[src/rtl/mem_arb_pkg.sv]
// Shared encodings for the memory bus arbiter: FSM states, owner ids, transfer direction.
// Latency: n/a (types and constants only).
// Backpressure: n/a.
// Contents: state_t, OWN_CPU/OWN_DMA, RD/WR, max_int helper.
package mem_arb_pkg;

  typedef enum logic [1:0] {
    ST_IDLE   = 2'd0,
    ST_SETUP  = 2'd1,
    ST_ACCESS = 2'd2,
    ST_DONE   = 2'd3
  } state_t;

  // Owner ids double as the bit index of the request vector fed to arb2_alt.
  localparam logic OWN_CPU = 1'b0;
  localparam logic OWN_DMA = 1'b1;

  localparam logic RD = 1'b1;
  localparam logic WR = 1'b0;

  function automatic int max_int(input int a, input int b);
    return (a > b) ? a : b;
  endfunction

endpackage

[src/rtl/arb2_alt.sv]
// Two-way alternating-priority grant; a tie goes to whichever side was not granted last.
// Latency: grant is combinational from req; the last-grant flop updates on the enabled grant edge.
// Backpressure: none; a requester simply stays unserved until it is granted.
// Ports: clk, reset (sync, active-high), req[1:0] (bit0 CPU, bit1 DMA), en (grant may be taken),
//        grant[1:0] one-hot winner, next_last = owner id that last_grant takes when en and a req is up.
module arb2_alt
  import mem_arb_pkg::*;
(
  input  logic       clk,
  input  logic       reset,
  input  logic [1:0] req,
  input  logic       en,
  output logic [1:0] grant,
  output logic       next_last
);

  logic last_grant;

  always_comb begin
    grant = req;
    if (req == 2'b11) begin
      grant = (last_grant == OWN_DMA) ? 2'b01 : 2'b10;
    end
    next_last = last_grant;
    if (grant[1]) begin
      next_last = OWN_DMA;
    end else if (grant[0]) begin
      next_last = OWN_CPU;
    end
  end

  // Resetting to DMA makes the first tie after reset go to the CPU.
  always_ff @(posedge clk) begin
    if (reset) begin
      last_grant <= OWN_DMA;
    end else if (en && (|req)) begin
      last_grant <= next_last;
    end
  end

endmodule

[src/rtl/mem_bus_arbiter.sv]
// Shares one memory port between the CPU controller and a DMA requester; sequences IDLE/SETUP/ACCESS/DONE.
// Latency: req in IDLE cycle t -> done at t+2+WAIT_STATES with mem_ready high; one IDLE gap between transfers.
// Backpressure: requests are level-held until done; mem_ready stretches ACCESS (BUS_TIMEOUT_EN bounds it).
// Ports: clk, reset (sync, active-high); cpu_req/rd_wr/addr/wdata -> cpu_rdata/cpu_done; same set for dma_*;
//        mem_cs/mem_we/mem_addr/mem_wdata/mem_rdata/mem_ready memory side; bus_busy (not IDLE); bus_err.
// Build option: define BUS_TIMEOUT_EN to abort an ACCESS after TIMEOUT_CYCLES cycles without mem_ready.
module mem_bus_arbiter
  import mem_arb_pkg::*;
#(
  parameter int ADDR_W         = 16,
  parameter int DATA_W         = 16,
  parameter int WAIT_STATES    = 2,
  parameter int TIMEOUT_CYCLES = 15
) (
  input  logic              clk,
  input  logic              reset,
  input  logic              cpu_req,
  input  logic              cpu_rd_wr,
  input  logic [ADDR_W-1:0] cpu_addr,
  input  logic [DATA_W-1:0] cpu_wdata,
  output logic [DATA_W-1:0] cpu_rdata,
  output logic              cpu_done,
  input  logic              dma_req,
  input  logic              dma_rd_wr,
  input  logic [ADDR_W-1:0] dma_addr,
  input  logic [DATA_W-1:0] dma_wdata,
  output logic [DATA_W-1:0] dma_rdata,
  output logic              dma_done,
  output logic              mem_cs,
  output logic              mem_we,
  output logic [ADDR_W-1:0] mem_addr,
  output logic [DATA_W-1:0] mem_wdata,
  input  logic [DATA_W-1:0] mem_rdata,
  input  logic              mem_ready,
  output logic              bus_busy,
  output logic              bus_err
);

  localparam int CNT_MAX = max_int(WAIT_STATES, TIMEOUT_CYCLES);
  localparam int CNT_W   = $clog2(CNT_MAX + 1);
  localparam logic [CNT_W-1:0] CNT_SAT = CNT_W'(CNT_MAX);
  localparam logic [CNT_W-1:0] WS_LAST = CNT_W'(WAIT_STATES - 1);

  state_t           state;
  logic             owner;
  logic             rd_wr;
  logic [CNT_W-1:0] wait_cnt;
  logic             err_q;
  logic [1:0]       grant;
  logic             next_last;
  logic             ready_ok;
  logic             timeout;

  // Only an IDLE grant moves last_grant, so requests arriving mid-transfer just wait.
  arb2_alt u_arb (
    .clk       (clk),
    .reset     (reset),
    .req       ({dma_req, cpu_req}),
    .en        (state == ST_IDLE),
    .grant     (grant),
    .next_last (next_last)
  );

  // mem_ready is honoured only once the minimum wait count has elapsed.
  assign ready_ok = (wait_cnt >= WS_LAST) && mem_ready;

`ifdef BUS_TIMEOUT_EN
  localparam logic [CNT_W-1:0] TO_LAST = CNT_W'(TIMEOUT_CYCLES - 1);
  assign timeout = !ready_ok && (wait_cnt >= TO_LAST);
`else
  assign timeout = 1'b0;
`endif

  assign bus_err = err_q;

  always_ff @(posedge clk) begin
    if (reset) begin
      state     <= ST_IDLE;
      owner     <= OWN_CPU;
      rd_wr     <= RD;
      wait_cnt  <= '0;
      err_q     <= 1'b0;
      mem_cs    <= 1'b0;
      mem_we    <= 1'b0;
      mem_addr  <= '0;
      mem_wdata <= '0;
      cpu_rdata <= '0;
      dma_rdata <= '0;
      cpu_done  <= 1'b0;
      dma_done  <= 1'b0;
      bus_busy  <= 1'b0;
    end else begin
      case (state)
        ST_IDLE: begin
          if (|grant) begin
            // next_last already names the winner of this grant.
            state     <= ST_SETUP;
            owner     <= next_last;
            rd_wr     <= (next_last == OWN_DMA) ? dma_rd_wr : cpu_rd_wr;
            mem_addr  <= (next_last == OWN_DMA) ? dma_addr  : cpu_addr;
            mem_wdata <= (next_last == OWN_DMA) ? dma_wdata : cpu_wdata;
            mem_cs    <= 1'b1;
            mem_we    <= 1'b0;
            bus_busy  <= 1'b1;
            wait_cnt  <= '0;
          end
        end
        ST_SETUP: begin
          state    <= ST_ACCESS;
          mem_we   <= (rd_wr == WR);
          wait_cnt <= '0;
        end
        ST_ACCESS: begin
          if (ready_ok || timeout) begin
            state  <= ST_DONE;
            mem_cs <= 1'b0;
            mem_we <= 1'b0;
            err_q  <= timeout;
            if (owner == OWN_DMA) begin
              dma_done <= 1'b1;
            end else begin
              cpu_done <= 1'b1;
            end
            // A timed-out read returns zero rather than whatever is floating on mem_rdata.
            if (rd_wr == RD) begin
              if (owner == OWN_DMA) begin
                dma_rdata <= timeout ? '0 : mem_rdata;
              end else begin
                cpu_rdata <= timeout ? '0 : mem_rdata;
              end
            end
          end else if (wait_cnt != CNT_SAT) begin
            wait_cnt <= wait_cnt + 1'b1;
          end
        end
        ST_DONE: begin
          state    <= ST_IDLE;
          cpu_done <= 1'b0;
          dma_done <= 1'b0;
          err_q    <= 1'b0;
          bus_busy <= 1'b0;
        end
        default: begin
          state <= ST_IDLE;
        end
      endcase
    end
  end

endmodule

[config.mk]
export PLATFORM = sky130hd
export DESIGN_NAME = mem_bus_arbiter
export DESIGN_NICKNAME = d
export VERILOG_FILES = /design/src/rtl/mem_arb_pkg.sv /design/src/rtl/arb2_alt.sv /design/src/rtl/mem_bus_arbiter.sv
export SDC_FILE = /design/constraint.sdc
export NUM_CORES = 1
export LEC_CHECK = 0
export BUFFER_PORTS_ARGS = -buffer_cell sky130_fd_sc_hd__buf_2
export CAP_MARGIN = 20
export CORE_UTILIZATION = 50
export DETAILED_ROUTE_END_ITERATION = 10
export GPL_ROUTABILITY_DRIVEN = 0
export PLACE_DENSITY = 0.89
export RECOVER_POWER = 25
export SETUP_SLACK_MARGIN = 0.2
export SYNTH_ARGS = -nofsm -noshare
export SYNTH_HDL_FRONTEND = slang
export SYNTH_SLANG_ARGS = --single-unit
[constraint.sdc]
create_clock -name clk -period 4.8 [get_ports clk]
set_clock_uncertainty 0.05 [all_clocks]
set_input_delay 0.48 -clock clk [delete_from_list [all_inputs] [get_ports clk]]
set_output_delay 0.48 -clock clk [all_outputs]
set_load 0.1 [all_outputs]
=== Yosys cells after proc, flatten, opt, wreduce, memory -nomap -nowiden ===
Index checks and enable logic that the tools add are counted.

* Bits in registers: 79
* Latch bits: 0
* Word-level logic and storage cells: 77
* RAM bits: 0
* Output and inout port bits: 70
* ROM bits: 0
* Memories kept: 0

* Order comparisons: 1
* Reductions and logical operators: 20
* Equal/unequal tests: 11
* Div/mod/pow operators: 0
* $add $sub $neg: 1
* Multipliers: 0
* Shift operators: 0
* Bitwise gates (word level): 2
* Muxes and demuxes: 27

{| class="wikitable"
|+ Operators by type and width
! operator !! number
|-
| two-way mux 16 bit || 2
|-
| two-way mux 4 bit || 3
|-
| != test 2 bit, second input constant || 6
|-
| one-hot mux 4 bit (3 select lines) || 1
|-
| AND reduction 3 bit || 4
|-
| AND reduction 4 bit || 3
|-
| two-way mux 1 bit || 10
|-
| one-hot mux 1 bit (2 select lines) || 5
|-
| two-way mux 2 bit || 4
|-
| one-hot mux 2 bit (4 select lines) || 1
|-
| AND reduction 2 bit || 4
|-
| == test 2 bit, second input constant || 3
|-
| nonzero test 2 bit || 3
|-
| adder 4 x 1 -> 4 bit, second input constant || 1
|-
| greater-or-equal comparator 4 x 1 -> 1 bit, second input constant || 1
|-
| != test 4 bit, second input constant || 1
|-
| OR reduction 2 bit || 2
|-
| one-hot mux 1 bit (3 select lines) || 1
|-
| nonzero test 3 bit || 1
|-
| == test 2 x 1 -> 1 bit, second input constant || 1
|-
| logical AND 1 bit || 2
|-
| logical NOT 2 bit || 1
|-
| NOT 1 bit || 2
|}

=== Logic depth before layout (Yosys ltp) ===
* Depth after elaboration: 5
* Depth in mapped cells: 8

=== Modules after synthesis ===
Synthesis repeated with hierarchy kept, for this count alone.

* Cell total of the unflattened synthesis: 346
* Area total of the unflattened synthesis: 3387.0 µm²

{| class="wikitable"
|+ Modules (own cells, without submodules)
! module !! times used !! area an instance (µm²) !! cells an instance
|-
| mem_bus_arbiter || 1 || 3320.7 || 337
|-
| arb2_alt || 1 || 66.3 || 9
|}

=== Worst setup path after synthesis ===
OpenSTA, ideal clock, no wires.

* Path type: reg2reg
* Start point: register state[0]
* End point: register wait_cnt[2]
* Period minus slack after synthesis: 1.811 ns
* Stages on the path, launching flop included: 7
* Data arrival time: 1.690 ns
* Path buffers: 0
* Library setup time: 0.070 ns
* Slack: 2.989 ns
* Path through: dfxtp_1 inv_1 ha_1 nor3b_2 or2_4 or4_1 a21oi_1

* Cells in the longest elaborated chain, start to end: 3

{| class="wikitable"
|+ Ends and longest elaborated chain
! element !! RTL line !! text
|-
| from (decl) || mem_bus_arbiter.sv:44 || <nowiki>state_t state;</nowiki>
|-
| from (signal assigned) || mem_bus_arbiter.sv:78 || <nowiki>state <= ST_IDLE;</nowiki>
|-
| from (signal assigned) || mem_bus_arbiter.sv:97 || <nowiki>state <= ST_SETUP;</nowiki>
|-
| from (signal assigned) || mem_bus_arbiter.sv:109 || <nowiki>state <= ST_ACCESS;</nowiki>
|-
| == test 2 bit (tied with other cells) || mem_bus_arbiter.sv:93 || <nowiki>case (state)</nowiki>
|-
| != test 2 bit (no line) / nonzero test 3 bit (equally long branches) || - ||
|-
| AND reduction 4 bit (no line) || - ||
|-
| to (signal assigned) || mem_bus_arbiter.sv:133 || <nowiki>wait_cnt <= wait_cnt + 1'b1;</nowiki>
|-
| to (decl) || mem_bus_arbiter.sv:47 || <nowiki>logic [CNT_W-1:0] wait_cnt;</nowiki>
|}

Several ways; a longest one is shown, not always the timed one.
A chain may end at the register's enable or synchronous reset.

=== Worst setup path in the final report ===
* Start point: register state[0]
* End point: register cpu_rdata[8]

* Cells in the longest elaborated chain, start to end: 2

{| class="wikitable"
|+ Ends and longest elaborated chain
! element !! RTL line !! text
|-
| == test 2 bit || mem_bus_arbiter.sv:93 ||
|-
| AND reduction 4 bit (no line) || - ||
|-
| to (signal assigned) || mem_bus_arbiter.sv:129 || <nowiki>cpu_rdata <= timeout ? '0 : mem_rdata;</nowiki>
|-
| to (decl) || mem_bus_arbiter.sv:21 || <nowiki>output logic [DATA_W-1:0] cpu_rdata,</nowiki>
|}

Every way passes these cells.

==> impl_metrics.yaml <==
floorplanning:
  die_width_um: 84.5
  rows: 29
  initial_utilization_pct: 52.7
  boundary_pin_count: 157
  design.die.area_um2: 7140
  placeableCoreArea_um2: 6460
  floorplan.die.height_um: 84.5
synth:
  synth.cell_area_um2: 3400
  ys.warnings.count: 0
  syn_nets: 439
  synth_top_area_share_pct: 45.9
  average_cell_area_after_synthesis_um2: 9.87
  number_of_library_cell_types_mapped_by_synthesis: 44
  synth_largest_area_cell: "sky130_fd_sc_hd__dfxtp_1"
  synth.top_cells.by_area: "sky130_fd_sc_hd__dfxtp_1 (46%), sky130_fd_sc_hd__mux2i_1 (19%), sky130_fd_sc_hd__nor2_1 (7.8%)"
  flops_latches_synth: 78
  synth_sequential_area_ratio_pct: 45.9
  synthCells: 345
setup_path:
  setup.worst_path.class: "flip-flop to flip-flop"
  critPathRequiredTime_ns: 4.97
  cp.arrival_ns: 2.50
  worstReg2RegEnd: "cpu_rdata[8]"
  reg2reg_depth: 6
  worst-r2r-setup-slack_ns: 2.47
  crit_fanout: 16
  cp-start-kind: "flip-flop"
  worstReg2RegStart: "state[0]"
  worstSetupEndpointType: "flip-flop"
power_and_ir_drop:
  clock_power_share_pct: 17.0
  switchingPower_w: 0.00143
  power.total_w: 0.00269
  power_frac_comb_pct: 51.7
  power.internal_w: 0.00126
  total_leakage_power_nw: 1.93
  vdd_drop_max_mv: 0.496
  p_sw_share_pct: 53.1
  pwr-share-seq_pct: 31.3
  cell_area_power_density_nw_per_um2: 619
global_route:
  wire_length_of_the_first_global_routing_pass_um: 12400
  antenna_violations_before_repair: 0
  overflow: 0
  groute.usage.overall_pct: 22.0
  vias_in_the_first_global_route: 2828
  largest_net_degree_at_the_start_of_global_routing: 69
clock_network:
  h_tree_depth: 3
  cts-resized-gates: 0
  clock_tree.buffer_depth: 2
  path_clk_slew_ns: 0.09
  tritoncts_clock_tree: "built"
  clkLatencyLatePin_ns: 0.35
  postCtsSetupRepairBufs: 0
  tritoncts.num_buffers: 9
  number_of_buffers_inserted_for_hold_repair_after_clock_tree_synthesis: 0
  tritoncts_num_sinks: 78
  clock_tree.root_cell: "sky130_fd_sc_hd__clkbuf_8"
detailed_routing:
  viasPerCell: 5.21
  drt-initial-drc-count: 135
  drt-total-wl_um: 7680
  vias: 2987
  detail_route.wl_per_cell_um: 13.4
  drc: 8
  post_route_ant_nets: 0
  drt_first_pass_iters: 7
hold_path:
  hold_class: "input pin to flip-flop"
  hold-path-endpoint: "cpu_rdata[4]"
  worst_hold_path.num_cells: 3
  hp-start: "mem_rdata[4]"
sta:
  grt_setup_unrepaired: "no"
  worst_slew_margin_rel_pct: 20.2
  count_of_endpoints_failing_setup_in_the_final_report: 0
  slew_viol_final: 0
  hold_viol: 0
  worst-slew-pin-transition_ns: 1.20
  post-route-period-util_pct: 48.6
  totalNegativeSetupSlack_ns: 0
  whs_ns: 0.319
  fmax_ghz: 0.428
  fin_crit_ns: 2.33
cells_and_area:
  post_route_cells_drive_above_1_share_pct: 29.8
  final_cell_count_no_fill: 573
  layout.cells.most_common: "sky130_fd_sc_hd__buf_2"
  flow.area_growth_from_synthesis_pct: 27.6
  num-nets-final: 585
  n_antenna_cell: 0
  most-common-layout-cells: "sky130_fd_sc_hd__buf_2 (119), sky130_fd_sc_hd__dfxtp_1 (78), sky130_fd_sc_hd__nor2_1 (71)"
place:
  post-dp-hpwl_um: 5720
  dp_cells: 555
  place.port_buffers: 155
job:
  maxCapViolCount: 0
outcome:
  violated_checks: "design-rule violations"
  status: "complete, but fails checks"
[logic make-up after synthesis]
logic type,count (synthesis),share of synthesized area (%)
buffers and inverters,33,5.00
AND/OR/NAND/NOR,98,13.5
flip-flops,78,45.9
adder cells (fa/ha/maj),7,2.57
multiplexers,68,20.4
other,1,0.110
AO/OA/AOI/OAI,60,12.6
[per-layer routing]
layer	vias up	part of all wire [%]	track usage, %
met3	11	7.2	5.21
met4	0	1.4	9.09
met5	-	0	0
li1	1522	-	-
met2	114	50	40.1
met1	1340	41	24.5
[stage by stage]
step | utilization, % | area [um2] | setup WS (ns)
after floorplan | - | 3400 | 2.99
after global placement | 64.4 | 4160 | 2.51
after detailed placement | 64.4 | 4160 | 2.44
after CTS | 67.2 | 4340 | 2.41
after global routing | 67.3 | 4350 | 2.31
final | 67.3 | 4350 | 2.47
[critical path: stages (launching register included)]
cell                       delay [ns]
sky130_fd_sc_hd__dfxtp_1         0.35
sky130_fd_sc_hd__inv_1           0.10
sky130_fd_sc_hd__ha_1            0.37
sky130_fd_sc_hd__nand4b_1        0.16
sky130_fd_sc_hd__nor2_2          0.83
sky130_fd_sc_hd__mux2i_1         0.29
sky130_fd_sc_hd__nor2_1          0.06
[flip-flops by register name, indices dropped and copies added (netlist names)]
signal,flops
wait_cnt,4
mem_wdata,16
state,2
rd_wr,1
owner,1
mem_we,1
bus_busy,1
dma_done,1
dma_rdata,16
mem_cs,1
u_arb.last_grant,1
cpu_done,1
mem_addr,16
cpu_rdata,16
[cells in the mapped netlist, drive strengths merged]
cell type,count
dfxtp,78
nor2,73
mux2i,67
a211oi,33
buf,13
clkbuf,11
inv,9
a21oi,7
ha,7
nand2,6
o21ai,5
a31oi,3
nor3b,3
o211ai,3
a21o,2
nor2b,2
nor3,2
or4,2
a2111oi,1
a22o,1
a311oi,1
and4b,1
conb,1
mux2,1
nand2b,1
nand3,1
nand3b,1
nand4,1
nand4b,1
nor4b,1
o21a,1
o221a,1
o32ai,1
o41ai,1
or2,1
or3,1
or4b,1
[power by group through the flow]
stage	clock, W	combinational [W]	sequential, W
floorplan	0	0.000464	0.00157
detailed placement	0	0.00140	0.000852
finish	0.000458	0.00139	0.000842
CTS	0.000472	0.00140	0.000840
global route	0.000500	0.00147	0.000856
global placement	0	0.00137	0.000847
[final cells by class]
class                   count  area [um2]
clock buffers               9         124
clock inverters             7        62.6
fillers                   534        2110
inverters                   9        33.8
multi-input cells         234        1670
flip-flops and latches     78        1560
well taps                  77        96.3
repair buffers            159         793
[worst max-delay path by stage]
stage	slack, ns	cells after the start	end	startpoint
floorplan	2.99	6	wait_cnt[2]	state[0]
global placement	2.51	6	dma_rdata[11]	state[0]
detailed placement	2.44	6	cpu_rdata[8]	state[0]
CTS	2.41	6	cpu_rdata[8]	state[0]
global route	2.31	6	cpu_rdata[8]	state[0]
finish	2.47	6	cpu_rdata[8]	state[0]
Power figures use the tool's default switching activity.
